==> config.mk <==
export PLATFORM = sky130hd
export DESIGN_NAME = dma_transfer_engine_flat
export DESIGN_NICKNAME = d
export VERILOG_FILES = /design/src/rtl/dma_transfer_engine_if.sv /design/src/rtl/dma_transfer_engine.sv /design/src/flat_wrapper.sv
export SDC_FILE = /design/constraint.sdc
export NUM_CORES = 1
export LEC_CHECK = 0
export ABC_CLOCK_PERIOD_IN_PS = 3350
export BUFFER_PORTS_ARGS = -buffer_cell sky130_fd_sc_hd__clkbuf_2
export CORE_AREA = 2 2 173 175
export CTS_CLUSTER_SIZE = 14
export DETAILED_ROUTE_END_ITERATION = 6
export DIE_AREA = 0 0 175 177
export SETUP_SLACK_MARGIN = 0.02
export SKIP_CTS_REPAIR_TIMING = 1
export SKIP_LAST_GASP = 1
export SLEW_MARGIN = 20
export SYNTH_ARGS = -nofsm -noshare
export SYNTH_HDL_FRONTEND = slang
export SYNTH_SLANG_ARGS = --single-unit
==> constraint.sdc <==
create_clock -name ACLK -period 3.35 [get_ports ACLK]
set_input_delay 0.335 -clock ACLK [delete_from_list [all_inputs] [get_ports ACLK]]
set_output_delay 0.335 -clock ACLK [all_outputs]
set_load 0.1 [all_outputs]
==> src/rtl/dma_transfer_engine_if.sv <==
// Register-block control/status and memory read/write request/grant/response ports of the DMA engine.
// "master" is the engine side; "slave" is the register block plus memory side.
interface dma_transfer_engine_if #(
  parameter int REG_WIDTH = 32
);
  logic                 start;
  logic                 irq_enable;
  logic [REG_WIDTH-1:0] src_addr;
  logic [REG_WIDTH-1:0] dst_addr;
  logic [REG_WIDTH-1:0] length;
  logic                 busy;
  logic                 done;
  logic                 error;
  logic                 irq;
  logic                 rd_req;
  logic [REG_WIDTH-1:0] rd_addr;
  logic                 rd_gnt;
  logic                 rd_valid;
  logic [REG_WIDTH-1:0] rd_data;
  logic                 rd_err;
  logic                 wr_req;
  logic [REG_WIDTH-1:0] wr_addr;
  logic [REG_WIDTH-1:0] wr_data;
  logic                 wr_gnt;
  logic                 wr_ack;
  logic                 wr_err;

  modport master (
    input  start, irq_enable, src_addr, dst_addr, length,
    input  rd_gnt, rd_valid, rd_data, rd_err, wr_gnt, wr_ack, wr_err,
    output busy, done, error, irq, rd_req, rd_addr, wr_req, wr_addr, wr_data
  );
  modport slave (
    output start, irq_enable, src_addr, dst_addr, length,
    output rd_gnt, rd_valid, rd_data, rd_err, wr_gnt, wr_ack, wr_err,
    input  busy, done, error, irq, rd_req, rd_addr, wr_req, wr_addr, wr_data
  );
endinterface

==> src/rtl/dma_transfer_engine.sv <==
// Word-at-a-time memory-to-memory copy engine: read a word, write it, advance, repeat.
// Aborts on a read/write error or when a response takes TIMEOUT_CYCLES cycles.
module dma_transfer_engine #(
  parameter int REG_WIDTH      = 32,
  parameter int TIMEOUT_CYCLES = 1024
) (
  input  logic                  ACLK,
  input  logic                  ARESETn,
  dma_transfer_engine_if.master bus
);
  localparam int WB = REG_WIDTH / 8;
  localparam int SH = $clog2(WB);
  localparam int TW = $clog2(TIMEOUT_CYCLES + 1);
  localparam logic [REG_WIDTH-1:0] AMASK    = ~REG_WIDTH'(WB - 1);
  localparam logic [REG_WIDTH-1:0] WSTEP    = REG_WIDTH'(WB);
  localparam logic [TW-1:0]        TMO_LAST = TW'(TIMEOUT_CYCLES - 1);

  typedef enum logic [2:0] {IDLE, RD_REQ, RD_WAIT, WR_REQ, WR_WAIT, FINISH} state_e;

  state_e               state_q;
  logic [REG_WIDTH-1:0] rd_addr_q, wr_addr_q, wr_data_q, cnt_q;
  logic [TW-1:0]        tmo_q;
  logic                 busy_q, done_q, error_q, irq_q, rd_req_q, wr_req_q;
  logic [REG_WIDTH-1:0] words;
  logic                 tmo_hit;

  assign words   = bus.length >> SH;
  assign tmo_hit = (tmo_q == TMO_LAST);

  always_ff @(posedge ACLK or negedge ARESETn) begin
    if (!ARESETn) begin
      state_q   <= IDLE;
      rd_addr_q <= '0;
      wr_addr_q <= '0;
      wr_data_q <= '0;
      cnt_q     <= '0;
      tmo_q     <= '0;
      busy_q    <= 1'b0;
      done_q    <= 1'b0;
      error_q   <= 1'b0;
      irq_q     <= 1'b0;
      rd_req_q  <= 1'b0;
      wr_req_q  <= 1'b0;
    end else begin
      irq_q <= 1'b0;
      case (state_q)
        IDLE: if (bus.start) begin
          rd_addr_q <= bus.src_addr & AMASK;
          wr_addr_q <= bus.dst_addr & AMASK;
          cnt_q     <= words;
          error_q   <= 1'b0;
          if (words != '0) begin
            state_q  <= RD_REQ;
            busy_q   <= 1'b1;
            rd_req_q <= 1'b1;
            done_q   <= 1'b0;
          end else begin
            state_q <= FINISH;
            done_q  <= 1'b1;
            irq_q   <= bus.irq_enable;
          end
        end
        // A response arriving together with the grant is not seen here; only the grant counts.
        RD_REQ: if (bus.rd_gnt) begin
          rd_req_q <= 1'b0;
          tmo_q    <= '0;
          state_q  <= RD_WAIT;
        end
        RD_WAIT: begin
          if (bus.rd_valid && !bus.rd_err) begin
            wr_data_q <= bus.rd_data;
            wr_req_q  <= 1'b1;
            state_q   <= WR_REQ;
          end else if (bus.rd_valid || tmo_hit) begin
            busy_q  <= 1'b0;
            error_q <= 1'b1;
            done_q  <= 1'b1;
            irq_q   <= bus.irq_enable;
            state_q <= FINISH;
          end else begin
            tmo_q <= tmo_q + TW'(1);
          end
        end
        WR_REQ: if (bus.wr_gnt) begin
          wr_req_q <= 1'b0;
          tmo_q    <= '0;
          state_q  <= WR_WAIT;
        end
        WR_WAIT: begin
          if (bus.wr_ack && !bus.wr_err) begin
            rd_addr_q <= rd_addr_q + WSTEP;
            wr_addr_q <= wr_addr_q + WSTEP;
            cnt_q     <= cnt_q - REG_WIDTH'(1);
            if (cnt_q == REG_WIDTH'(1)) begin
              busy_q  <= 1'b0;
              done_q  <= 1'b1;
              irq_q   <= bus.irq_enable;
              state_q <= FINISH;
            end else begin
              rd_req_q <= 1'b1;
              state_q  <= RD_REQ;
            end
          end else if (bus.wr_ack || tmo_hit) begin
            busy_q  <= 1'b0;
            error_q <= 1'b1;
            done_q  <= 1'b1;
            irq_q   <= bus.irq_enable;
            state_q <= FINISH;
          end else begin
            tmo_q <= tmo_q + TW'(1);
          end
        end
        FINISH:  state_q <= IDLE;
        default: state_q <= IDLE;
      endcase
    end
  end

  assign bus.busy    = busy_q;
  assign bus.done    = done_q;
  assign bus.error   = error_q;
  assign bus.irq     = irq_q;
  assign bus.rd_req  = rd_req_q;
  assign bus.rd_addr = rd_addr_q;
  assign bus.wr_req  = wr_req_q;
  assign bus.wr_addr = wr_addr_q;
  assign bus.wr_data = wr_data_q;
endmodule

==> src/flat_wrapper.sv <==
// flat-port wrapper written by rule: the top's interface ports become plain ports
module dma_transfer_engine_flat 
#(
  parameter int REG_WIDTH      = 32,
  parameter int TIMEOUT_CYCLES = 1024
)
  (ACLK, ARESETn, bus_start, bus_irq_enable, bus_src_addr, bus_dst_addr, bus_length, bus_rd_gnt, bus_rd_valid, bus_rd_data, bus_rd_err, bus_wr_gnt, bus_wr_ack, bus_wr_err, bus_busy, bus_done, bus_error, bus_irq, bus_rd_req, bus_rd_addr, bus_wr_req, bus_wr_addr, bus_wr_data);
  dma_transfer_engine_if #(.REG_WIDTH(REG_WIDTH)) bus_i ();
  input  logic ACLK;
  input  logic ARESETn;
  input wire logic [$bits(bus_i.start)-1:0] bus_start;
  input wire logic [$bits(bus_i.irq_enable)-1:0] bus_irq_enable;
  input wire logic [$bits(bus_i.src_addr)-1:0] bus_src_addr;
  input wire logic [$bits(bus_i.dst_addr)-1:0] bus_dst_addr;
  input wire logic [$bits(bus_i.length)-1:0] bus_length;
  input wire logic [$bits(bus_i.rd_gnt)-1:0] bus_rd_gnt;
  input wire logic [$bits(bus_i.rd_valid)-1:0] bus_rd_valid;
  input wire logic [$bits(bus_i.rd_data)-1:0] bus_rd_data;
  input wire logic [$bits(bus_i.rd_err)-1:0] bus_rd_err;
  input wire logic [$bits(bus_i.wr_gnt)-1:0] bus_wr_gnt;
  input wire logic [$bits(bus_i.wr_ack)-1:0] bus_wr_ack;
  input wire logic [$bits(bus_i.wr_err)-1:0] bus_wr_err;
  output wire logic [$bits(bus_i.busy)-1:0] bus_busy;
  output wire logic [$bits(bus_i.done)-1:0] bus_done;
  output wire logic [$bits(bus_i.error)-1:0] bus_error;
  output wire logic [$bits(bus_i.irq)-1:0] bus_irq;
  output wire logic [$bits(bus_i.rd_req)-1:0] bus_rd_req;
  output wire logic [$bits(bus_i.rd_addr)-1:0] bus_rd_addr;
  output wire logic [$bits(bus_i.wr_req)-1:0] bus_wr_req;
  output wire logic [$bits(bus_i.wr_addr)-1:0] bus_wr_addr;
  output wire logic [$bits(bus_i.wr_data)-1:0] bus_wr_data;
  assign bus_i.start = bus_start;
  assign bus_i.irq_enable = bus_irq_enable;
  assign bus_i.src_addr = bus_src_addr;
  assign bus_i.dst_addr = bus_dst_addr;
  assign bus_i.length = bus_length;
  assign bus_i.rd_gnt = bus_rd_gnt;
  assign bus_i.rd_valid = bus_rd_valid;
  assign bus_i.rd_data = bus_rd_data;
  assign bus_i.rd_err = bus_rd_err;
  assign bus_i.wr_gnt = bus_wr_gnt;
  assign bus_i.wr_ack = bus_wr_ack;
  assign bus_i.wr_err = bus_wr_err;
  assign bus_busy = bus_i.busy;
  assign bus_done = bus_i.done;
  assign bus_error = bus_i.error;
  assign bus_irq = bus_i.irq;
  assign bus_rd_req = bus_i.rd_req;
  assign bus_rd_addr = bus_i.rd_addr;
  assign bus_wr_req = bus_i.wr_req;
  assign bus_wr_addr = bus_i.wr_addr;
  assign bus_wr_data = bus_i.wr_data;
  dma_transfer_engine #(.REG_WIDTH(REG_WIDTH), .TIMEOUT_CYCLES(TIMEOUT_CYCLES)) u_core (.ACLK(ACLK), .ARESETn(ARESETn), .bus(bus_i));
endmodule
==> results of run 1 <==
[cell families (layout without fill, tap and decap cells)]
family / Yosys count / after routing / share of synthesized area
and+or+nand+nor: 365 / 365 / 0.226
AOI/OAI and AO/OA: 302 / 302 / 0.237
DFF: 144 / 144 / 0.435
buffers and inverters: 85 / 306 / 0.0405
muxes: 39 / 39 / 0.0521
adders and majority gates: 5 / 5 / 0.00755
xor gates and xnor gates: 2 / 2 / 0.00211
other: 1 / 5 / 0.000452
[synthesized netlist by cell type, types with 24 or more instances]
cell type	count
a21oi_1	86
clkbuf_1	54
dfrtp_1	144
mux2_2	33
nand2_1	95
nand3_1	50
nand4_1	27
nor2_1	56
nor3_1	31
nor4_1	24
o21ai_0	63
o22ai_1	24
[critical path: cells and delay by family, from the launching register on]
family / cells / cell delay, ps
AND/OR/NAND/NOR: 3 / 1530
AO/OA/AOI/OAI: 2 / 450
flip-flops: 1 / 420
[metal layers]
layer	wire length, um	vias to the layer above	GRT usage
met5	8	-	0
met4	379	2	0.0472
met3	2130	30	0.0460
met2	13300	350	0.297
met1	12400	4104	0.237
li1	-	4006	-
[worst paths after layout]
check	to	slack, ps
worst max-delay path	u_core.cnt_q[26]	820
worst min-delay path	u_core.bus.rd_addr[11]	130
worst max register to register	u_core.cnt_q[26]	820
worst min register to register	u_core.bus.wr_data[8]	500
max in group asynchronous	u_core.bus.rd_addr[13]	2130
min in group asynchronous	u_core.bus.wr_data[6]	490
[through the flow]
step / setup WS (ps) / std cells
after floorplan: 357 / 946
after global placement: 846 / 1523
after detailed placement: 829 / 1523
after CTS: 804 / 1555
after global routing: 583 / 1557
final: 817 / 1558
[registers in the layout, summed over array words and instances (netlist names)]
signal	count
u_core.bus.busy	1
u_core.bus.rd_req	1
u_core.bus.wr_req	1
u_core.bus.wr_data	32
u_core.tmo_q	11
u_core.state_q	3
u_core.bus.rd_addr	30
u_core.bus.done	1
u_core.bus.wr_addr	30
u_core.bus.error	1
u_core.cnt_q	32
u_core.bus.irq	1
[final cells by class]
type | count | area, um^2
Clock inverter | 11 | 153
Timing Repair Buffer | 254 | 1400
Multi-Input combinational cell | 717 | 4390
Clock buffer | 21 | 470
Inverter | 20 | 75.1
Tap cell | 390 | 488
Fill cell | 2994 | 18700
Sequential cell | 144 | 3600
Antenna cell | 1 | 2.50
==> out/qor.yml, run 1 <==
gr-usage-all-layers: 0.181
min-delay-start: "bus_src_addr[11]"
worstPathCellList: "or4_4 -> or3_1 -> nor4_1 -> o21ai_0 -> a221o_1"
layout_commonest_cell: "clkbuf_2"
fin_skew_ps: 12.6
tns_ps: 0
postSynthCellCount: 943
coreArea_mm2: 0.0292
worst_r2r_path_depth: 5
clock-sinks: 144
critPathMaxStageDelay_ps: 570
final_hold_viol_count: 0
setup_viol: 0
min_path_type: "input pin to flip-flop"
grt_pass1_vias: 8213
cts_inserted_buffers: 17
cp-end-kind: "flip-flop"
area_growth_pct: 27.7
die_area_mm2: 0.0310
fmax_mhz: 395
drc: 0
post_drt_via_cell_ratio: 5.45
finalInstanceArea_mm2: 0.0106
cp-startpoint: "u_core.cnt_q[20]"
dieHeight_um: 177
grt_pass1_wl_um: 44500
cts_max_path_buffers: 2
yosysUniqueCellTypes: 63
drv_slew: 0
synth_area_leaders: "dfrtp_1 (43%), a21oi_1 (5.2%), mux2_2 (4.5%)"
htreeDepth: 4
slowest_stage: "or4_4"
status: "finished clean"
cp.arrival_ps: 2830
syn-cell-area_mm2: 0.00829
tritoncts: "done"
start_util: 0.283
place.gp.congestion: 0.830
numPortBuffers: 229
final_antenna_net_count: 0
holdPathStages: 3
mostFrequentLayoutCells: "clkbuf_2 (228), dfrtp_1 (144), nand2_1 (95), a21oi_1 (86), o21ai_0 (62)"
clk_pin_slew_ps: 70
first_iter_violations: 632
drt_wl_total_um: 28200
relSlewSlack: 0.350
fin_util: 0.362
die_w_um: 175
antenna_found_initial: 3
drive_gt1_frac: 0.283
place_area_mm2: 0.00992
wl_per_cell_um: 18.1
cp_max_fo: 8
period_minus_slack_ps: 2530
synth.avg_cell_area_um2: 8.79
clock_latency_ps: 420
yosysSeqAreaShare: 0.435
ys.flop_type: "dfrtp_1"
synth_warnings: 0
start_kind: "flip-flop"
synth_top_cell_area_share: 0.435
worst_hold_slack_ps: 130
tightest_slew_ps: 974
synth-seq-cells: 144
root_buffer: "clkbuf_16"
synth-edff-count: 0
post-synth-top-area-cell: "dfrtp_1"
maxCapViolCount: 0
pin_count: 240
reg2reg_from: "u_core.cnt_q[20]"
fin_nets: 1297
vias: 8492
first_pass_iters: 5
critical_path_required_ps: 3650
rsz0062_at_grt: "no"
num_rows: 63
criticalPathCategory: "flip-flop to flip-flop"
fin_crit_sh: 0.756
grt_max_degree: 81
overflow: 0
ys_async_sr_fraction: 1.00
dp_hpwl_um: 19600
Power of run 1 is not shown: default switching activity piles up to over one toggle a cycle in this logic, so the estimate is an artifact.
==> inputs of run 2 (changes only) <==
--- a/config.mk
+++ b/config.mk
@@ -5,12 +5,13 @@
 export SDC_FILE = /design/constraint.sdc
 export NUM_CORES = 1
 export LEC_CHECK = 0
-export ABC_CLOCK_PERIOD_IN_PS = 3350
+export ABC_AREA = 1
+export ABC_CLOCK_PERIOD_IN_PS = 2500
 export BUFFER_PORTS_ARGS = -buffer_cell sky130_fd_sc_hd__clkbuf_2
-export CORE_AREA = 2 2 173 175
+export CORE_AREA = 2 2 181 183
 export CTS_CLUSTER_SIZE = 14
 export DETAILED_ROUTE_END_ITERATION = 6
-export DIE_AREA = 0 0 175 177
+export DIE_AREA = 0 0 183 185
 export SETUP_SLACK_MARGIN = 0.02
 export SKIP_CTS_REPAIR_TIMING = 1
 export SKIP_LAST_GASP = 1
==> constraint.sdc (replaced) <==
create_clock -name ACLK -period 2.5 [get_ports ACLK]
set_input_delay 0.25 -clock ACLK [delete_from_list [all_inputs] [get_ports ACLK]]
set_output_delay 0.25 -clock ACLK [all_outputs]
set_load 0.1 [all_outputs]
==> out/qor.yml, run 2 <==
status: "finished clean"
synth.avg_cell_area_um2: 6.83  # -22%
critPathMaxStageDelay_ps: 420  # -150 ps
cp-end-kind: "flip-flop"
drt_wl_total_um: 30500  # +8.2%
synth_area_leaders: "dfrtp_1 (40%), nand2_1 (17%), nor2_1 (9.4%)"
highest_layer: "met5"
coreArea_mm2: 0.0320  # +9.6%
slowest_stage: "dfrtp_1"
synth_top_cell_area_share: 0.396  # -0.0391
crit_buf_inv: 1  # +1
antenna_found_initial: 1  # -2
post_drt_via_cell_ratio: 4.85  # -11%
mostFrequentLayoutCells: "nand2_1 (415), clkbuf_2 (228), nor2_1 (227), dfrtp_1 (144), inv_1 (114)"
drc: 0  # unchanged
die_w_um: 183  # +4.6%
fmax_mhz: 512  # +30%
num_rows: 66  # +4.8%
min_path_type: "input pin to flip-flop"
period_minus_slack_ps: 1950  # -581 ps
rsz0062_at_grt: "no"
synth_warnings: 0  # unchanged
cp.arrival_ps: 2270  # -560 ps
clock_latency_ps: 430  # about the same
grt_max_degree: 57  # -30%
synth_most_common_cell: "nand2_1"
vias: 9602  # +13%
grt_pass1_vias: 9352  # +14%
place.gp.congestion: 0.902  # +8.6%
wl_met3_um: 2360  # +11%
start_util: 0.284  # +0.000804
met1_length_um: 13600  # +9.9%
clock-sinks: 144  # unchanged
final_antenna_net_count: 0  # unchanged
final_hold_viol_count: 0  # unchanged
relSlewSlack: 0.587  # +0.237
pin_count: 240  # unchanged
critical_path_required_ps: 2820  # -830 ps
criticalPathCategory: "flip-flop to flip-flop"
dp_hpwl_um: 22900  # +16%
die_area_mm2: 0.0339  # +9.3%
cts_max_path_buffers: 2  # unchanged
drive_gt1_frac: 0.199  # -0.0835
place_inst: 1945  # +28%
wl_per_cell_um: 15.4  # -15%
fin_nets: 1701  # +31%
stdcell_count: 1979  # +27%
clk_pin_slew_ps: 70  # about the same
tns_ps: 0  # unchanged
cts_inserted_buffers: 17  # unchanged
ys.flop_type: "dfrtp_1"
yosysUniqueCellTypes: 49  # -22%
post-synth-top-area-cell: "dfrtp_1"
layout_commonest_cell: "nand2_1"
yosysSeqAreaShare: 0.396  # -0.0391
wl_met2_um: 13900  # +4.9%
worstPathCellList: "nor2_2 -> nand2_2 -> or2_4 -> nand2_4 -> buf_4 -> a21oi_1 -> o22a_1"
dieHeight_um: 185  # +4.5%
cp_max_fo: 28  # +20
num_antenna_cells: 0  # -1
tritoncts: "done"
drv_slew: 0  # unchanged
gr-usage-all-layers: 0.183  # +0.00245
synth-edff-count: 0  # unchanged
htreeDepth: 4  # unchanged
fin_crit_sh: 0.781  # +0.0247
grt_pass1_wl_um: 49000  # +10%
ys_async_sr_fraction: 1.00  # unchanged
first_iter_violations: 582  # -7.9%
path_delay_family: "simple AND/OR/NAND/NOR gates"
synth-seq-cells: 144  # unchanged
maxCapViolCount: 0  # unchanged
root_buffer: "clkbuf_16"
syn-cell-area_mm2: 0.00911  # +9.9%
tightest_slew_ps: 619  # -356 ps
setup_viol: 0  # unchanged
worst_hold_slack_ps: 10.0  # -119 ps
postSynthCellCount: 1334  # +41%
synth_commonest_cells: "nand2_1 (415), nor2_1 (228), dfrtp_1 (144)"
overflow: 0  # unchanged
fin_skew_ps: 16.7  # +4.08 ps
numPortBuffers: 229  # unchanged
start_kind: "flip-flop"
first_pass_iters: 5  # unchanged
area_growth_pct: 24.3
[run 2: changes by cell type after synthesis, sizes merged, moves of 18 or more]
cell	change
mux2	-33
nor2	+185
nor4	-24
nand2	+324
a22oi	+24
xor2	+27
clkbuf	-36
nand3	+45
inv	+98
buf	+18
a21oi	-67
[run 2: cells by family (layout without fill, tap and decap cells)]
family / count (synthesis) / in the layout / share of synthesized area
adders and majority gates: 5 / 5 / 0.00687
and+or+nand+nor: 818 / 818 / 0.377
AOI/OAI and AO/OA: 166 / 166 / 0.110
other: 1 / 4 / 0.000412
buffers and inverters: 166 / 400 / 0.0772
DFF: 144 / 144 / 0.396
xor gates and xnor gates: 34 / 34 / 0.0327
[run 2: path summary, 6_finish.rpt]
kind                                        start                     end  slack [ps]  depth (start not counted)
worst max-delay path            u_core.state_q[1]   u_core.bus.wr_addr[6]         550                          7
worst min-delay path              bus_rd_data[17]  u_core.bus.wr_data[17]          10                          3
worst max register to register  u_core.state_q[1]   u_core.bus.wr_addr[6]         550                          7
worst min register to register  u_core.bus.rd_req       u_core.bus.rd_req         480                          2
max in group asynchronous                 ARESETn  u_core.bus.rd_addr[20]        1450                          3
min in group asynchronous                 ARESETn        u_core.cnt_q[25]         370                          2
[run 2: stage by stage]
stage | utilization | worst slack, ps | cell area (um^2)
after global routing | 0.353 | 328 | 11300
after floorplan | - | 117 | 9120
after global placement | 0.334 | 564 | 10700
after CTS | 0.353 | 532 | 11300
final | 0.353 | 548 | 11300
after detailed placement | 0.334 | 549 | 10700
[run 2: area by class of cell]
cell class | count | area (um^2)
repair buffers | 249 | 1350
clock buffers | 19 | 443
flip-flops and latches | 144 | 3600
fillers | 3467 | 20700
well taps | 408 | 510
multi-input cells | 1027 | 4820
clock inverters | 13 | 151
inverters | 119 | 447
[run 2: layer usage]
layer	vias up	global-route usage
met5	-	0
met3	39	0.0507
met2	325	0.300
met4	2	0.0538
li1	4754	-
met1	4482	0.236
[run 2: worst min-delay path: cells and delay by family]
kind	cells	cell delay, ps
buffers and inverters	1	70
and+or+nand+nor	2	80
Power of run 2 is left out for the same reason.
==> inputs of run 3 (changes only) <==
--- a/config.mk
+++ b/config.mk
@@ -6,7 +6,7 @@
 export NUM_CORES = 1
 export LEC_CHECK = 0
 export ABC_AREA = 1
-export ABC_CLOCK_PERIOD_IN_PS = 2500
+export ABC_CLOCK_PERIOD_IN_PS = 1950
 export BUFFER_PORTS_ARGS = -buffer_cell sky130_fd_sc_hd__clkbuf_2
 export CORE_AREA = 2 2 181 183
 export CTS_CLUSTER_SIZE = 14
==> constraint.sdc (replaced) <==
create_clock -name ACLK -period 1.95 [get_ports ACLK]
set_input_delay 0.195 -clock ACLK [delete_from_list [all_inputs] [get_ports ACLK]]
set_output_delay 0.195 -clock ACLK [all_outputs]
set_load 0.1 [all_outputs]
==> out/qor.yml, run 3 (synthesized netlist as in run 2, its figures left out) <==
status: "finished, violations left"
violations: "DRC, hold timing"
clk_pin_slew_ps: 70  # about the same
place_area_mm2: 0.0110  # +2.5%
tns_ps: 0  # unchanged
p_clk_frac: 0.148
whs_endpoint: "u_core.bus.wr_data[7]"
relSlewSlack: 0.592  # +0.00445
power.total_mw: 24.2
final_antenna_net_count: 0  # unchanged
seqPwrFrac: 0.249
clock_latency_ps: 430  # about the same
vias: 9754  # +1.6%
worst_r2r_path_depth: 7  # unchanged
setup_viol: 0  # unchanged
first_iter_violations: 621  # +6.7%
drv_slew: 0  # unchanged
cp_max_fo: 34  # +21%
start_util: 0.284  # unchanged
overflow: 0  # unchanged
place_inst: 1964  # +0.98%
post_drt_via_cell_ratio: 4.80  # -1.1%
grt_pass1_vias: 9299  # -0.57%
pin_count: 240  # unchanged
holdPathStages: 3  # unchanged
wl_per_cell_um: 15.8  # +2.4%
p_leak_nw: 5.90
min_path_type: "input pin to flip-flop"
layout_commonest_cell: "nand2_1"
first_pass_iters: 7  # +2
place.gp.congestion: 0.938  # +4.0%
clock-sinks: 144  # unchanged
min-delay-start: "bus_rd_data[7]"
htreeDepth: 4  # unchanged
p_int_mw: 9.54
root_buffer: "clkbuf_16"
area_growth_pct: 31.5
drc: 2  # +2
fin_nets: 1753  # +3.1%
ff2ff_setup_slack_ps: 140  # -410 ps
fin_skew_ps: 14.2  # -2.51 ps
p_sw_mw: 14.6
numPortBuffers: 229  # unchanged
reg2reg_from: "u_core.state_q[1]"
dieHeight_um: 185  # unchanged
finalInstanceArea_mm2: 0.0120  # +5.8%
tritoncts: "done"
gr-usage-all-layers: 0.189  # +0.00550
cp-end-kind: "flip-flop"
peakVddDrop_mv: 1.76
start_kind: "flip-flop"
cts_max_path_buffers: 2  # unchanged
coreArea_mm2: 0.0320  # unchanged
stdcell_count: 2032  # +2.7%
die_w_um: 183  # unchanged
rsz0062_at_grt: "no"
fin_crit_sh: 0.927  # +0.147
powerDensity_mw_per_mm2: 2020
mostFrequentLayoutCells: "nand2_1 (415), clkbuf_2 (228), nor2_1 (224), inv_1 (114), dfrtp_1 (94)"
grt_max_degree: 62  # +8.8%
period_minus_slack_ps: 1810  # -144 ps
fmax_mhz: 553  # +7.9%
critical_path_required_ps: 2260  # -560 ps
tightest_slew_ps: 615  # -4.06 ps
drt_wl_total_um: 32100  # +5.1%
num_rows: 66  # unchanged
power_frac_comb: 0.604
r2r_end: "u_core.bus.wr_addr[6]"
drive_gt1_frac: 0.240  # +0.0404
dp_hpwl_um: 23500  # +2.8%
grt_pass1_wl_um: 50200  # +2.5%
antenna_found_initial: 4  # +3
criticalPathCategory: "flip-flop to flip-flop"
swShare: 0.605
cp.arrival_ps: 2120  # -150 ps
maxCapViolCount: 0  # unchanged
cts_inserted_buffers: 17  # unchanged
worst_hold_slack_ps: -13.0  # -23.0 ps
die_area_mm2: 0.0339  # unchanged
final_hold_viol_count: 3  # +3
==> run 3: changes by cell type in the layout (fill, tap and decap cells not counted), sizes merged <==
cell / previous run / this run
bufinv: 2 / 3
diode: 0 / 1
clkinvlp: 4 / 2
dlygate4sd3: 2 / 35
inv: 122 / 121
clkinv: 4 / 7
buf: 19 / 38
clkbuf: 247 / 246
==> run 3: power by group through the flow <==
| stage | Clock, mW | Sequential, mW | Combinational (mW) |
|---|---|---|---|
| floorplan | 0 | 12.3 | 4.93 |
| global placement | 0 | 5.96 | 14.4 |
| detailed placement | 0 | 5.98 | 14.5 |
| CTS | 3.65 | 5.96 | 14.6 |
| global route | 3.78 | 6.21 | 15.7 |
| finish | 3.57 | 6.01 | 14.6 |
==> run 3: area by class of cell <==
| class | count | area (um^2) |
|---|---|---|
| clock inverter | 14 | 180 |
| tap | 408 | 510 |
| sequential | 144 | 3670 |
| fill | 3435 | 20100 |
| timing repair buffer | 301 | 1870 |
| clock buffer | 18 | 439 |
| antenna | 1 | 2.50 |
| inverter | 119 | 447 |
| multi-input combinational | 1027 | 4860 |
==> run 3: stage by stage <==
| step | utilization | setup slack [ps] |
|---|---|---|
| CTS | 0.362 | 107 |
| global route | 0.374 | 16.7 |
| global placement | 0.342 | 107 |
| finish | 0.374 | 142 |
| detailed placement | 0.342 | 120 |
| floorplan | - | 30.6 |
==> run 3: worst max-delay path by stage <==
stage                                       from                      to  slack, ps
after floorplan           u_core.bus.rd_addr[23]  u_core.bus.rd_addr[31]         30
after global placement     u_core.bus.wr_addr[2]  u_core.bus.wr_addr[18]        110
after detailed placement   u_core.bus.wr_addr[2]  u_core.bus.wr_addr[18]        120
after CTS                  u_core.bus.wr_addr[2]  u_core.bus.wr_addr[18]        110
after global routing       u_core.bus.wr_addr[2]  u_core.bus.wr_addr[18]         20
final                          u_core.state_q[1]   u_core.bus.wr_addr[6]        140
==> run 3: worst max-delay path, cell delays in order (launching register included) <==
cell	delay [ps]
dfrtp_1	430
nor2_2	170
nand2_2	100
or2_4	270
nand2_4	200
buf_12	230
a21oi_1	60
o22a_1	210
==> run 3: metal layers <==
| layer | global-route usage | vias up | part of all wire |
|---|---|---|---|
| li1 | - | 4860 | - |
| met4 | 0.0672 | 6 | 0.025 |
| met5 | 0 | - | 0.0012 |
| met2 | 0.309 | 318 | 0.46 |
| met3 | 0.0472 | 51 | 0.065 |
| met1 | 0.242 | 4519 | 0.45 |
Note: power is estimated with default switching activity, not from simulation.
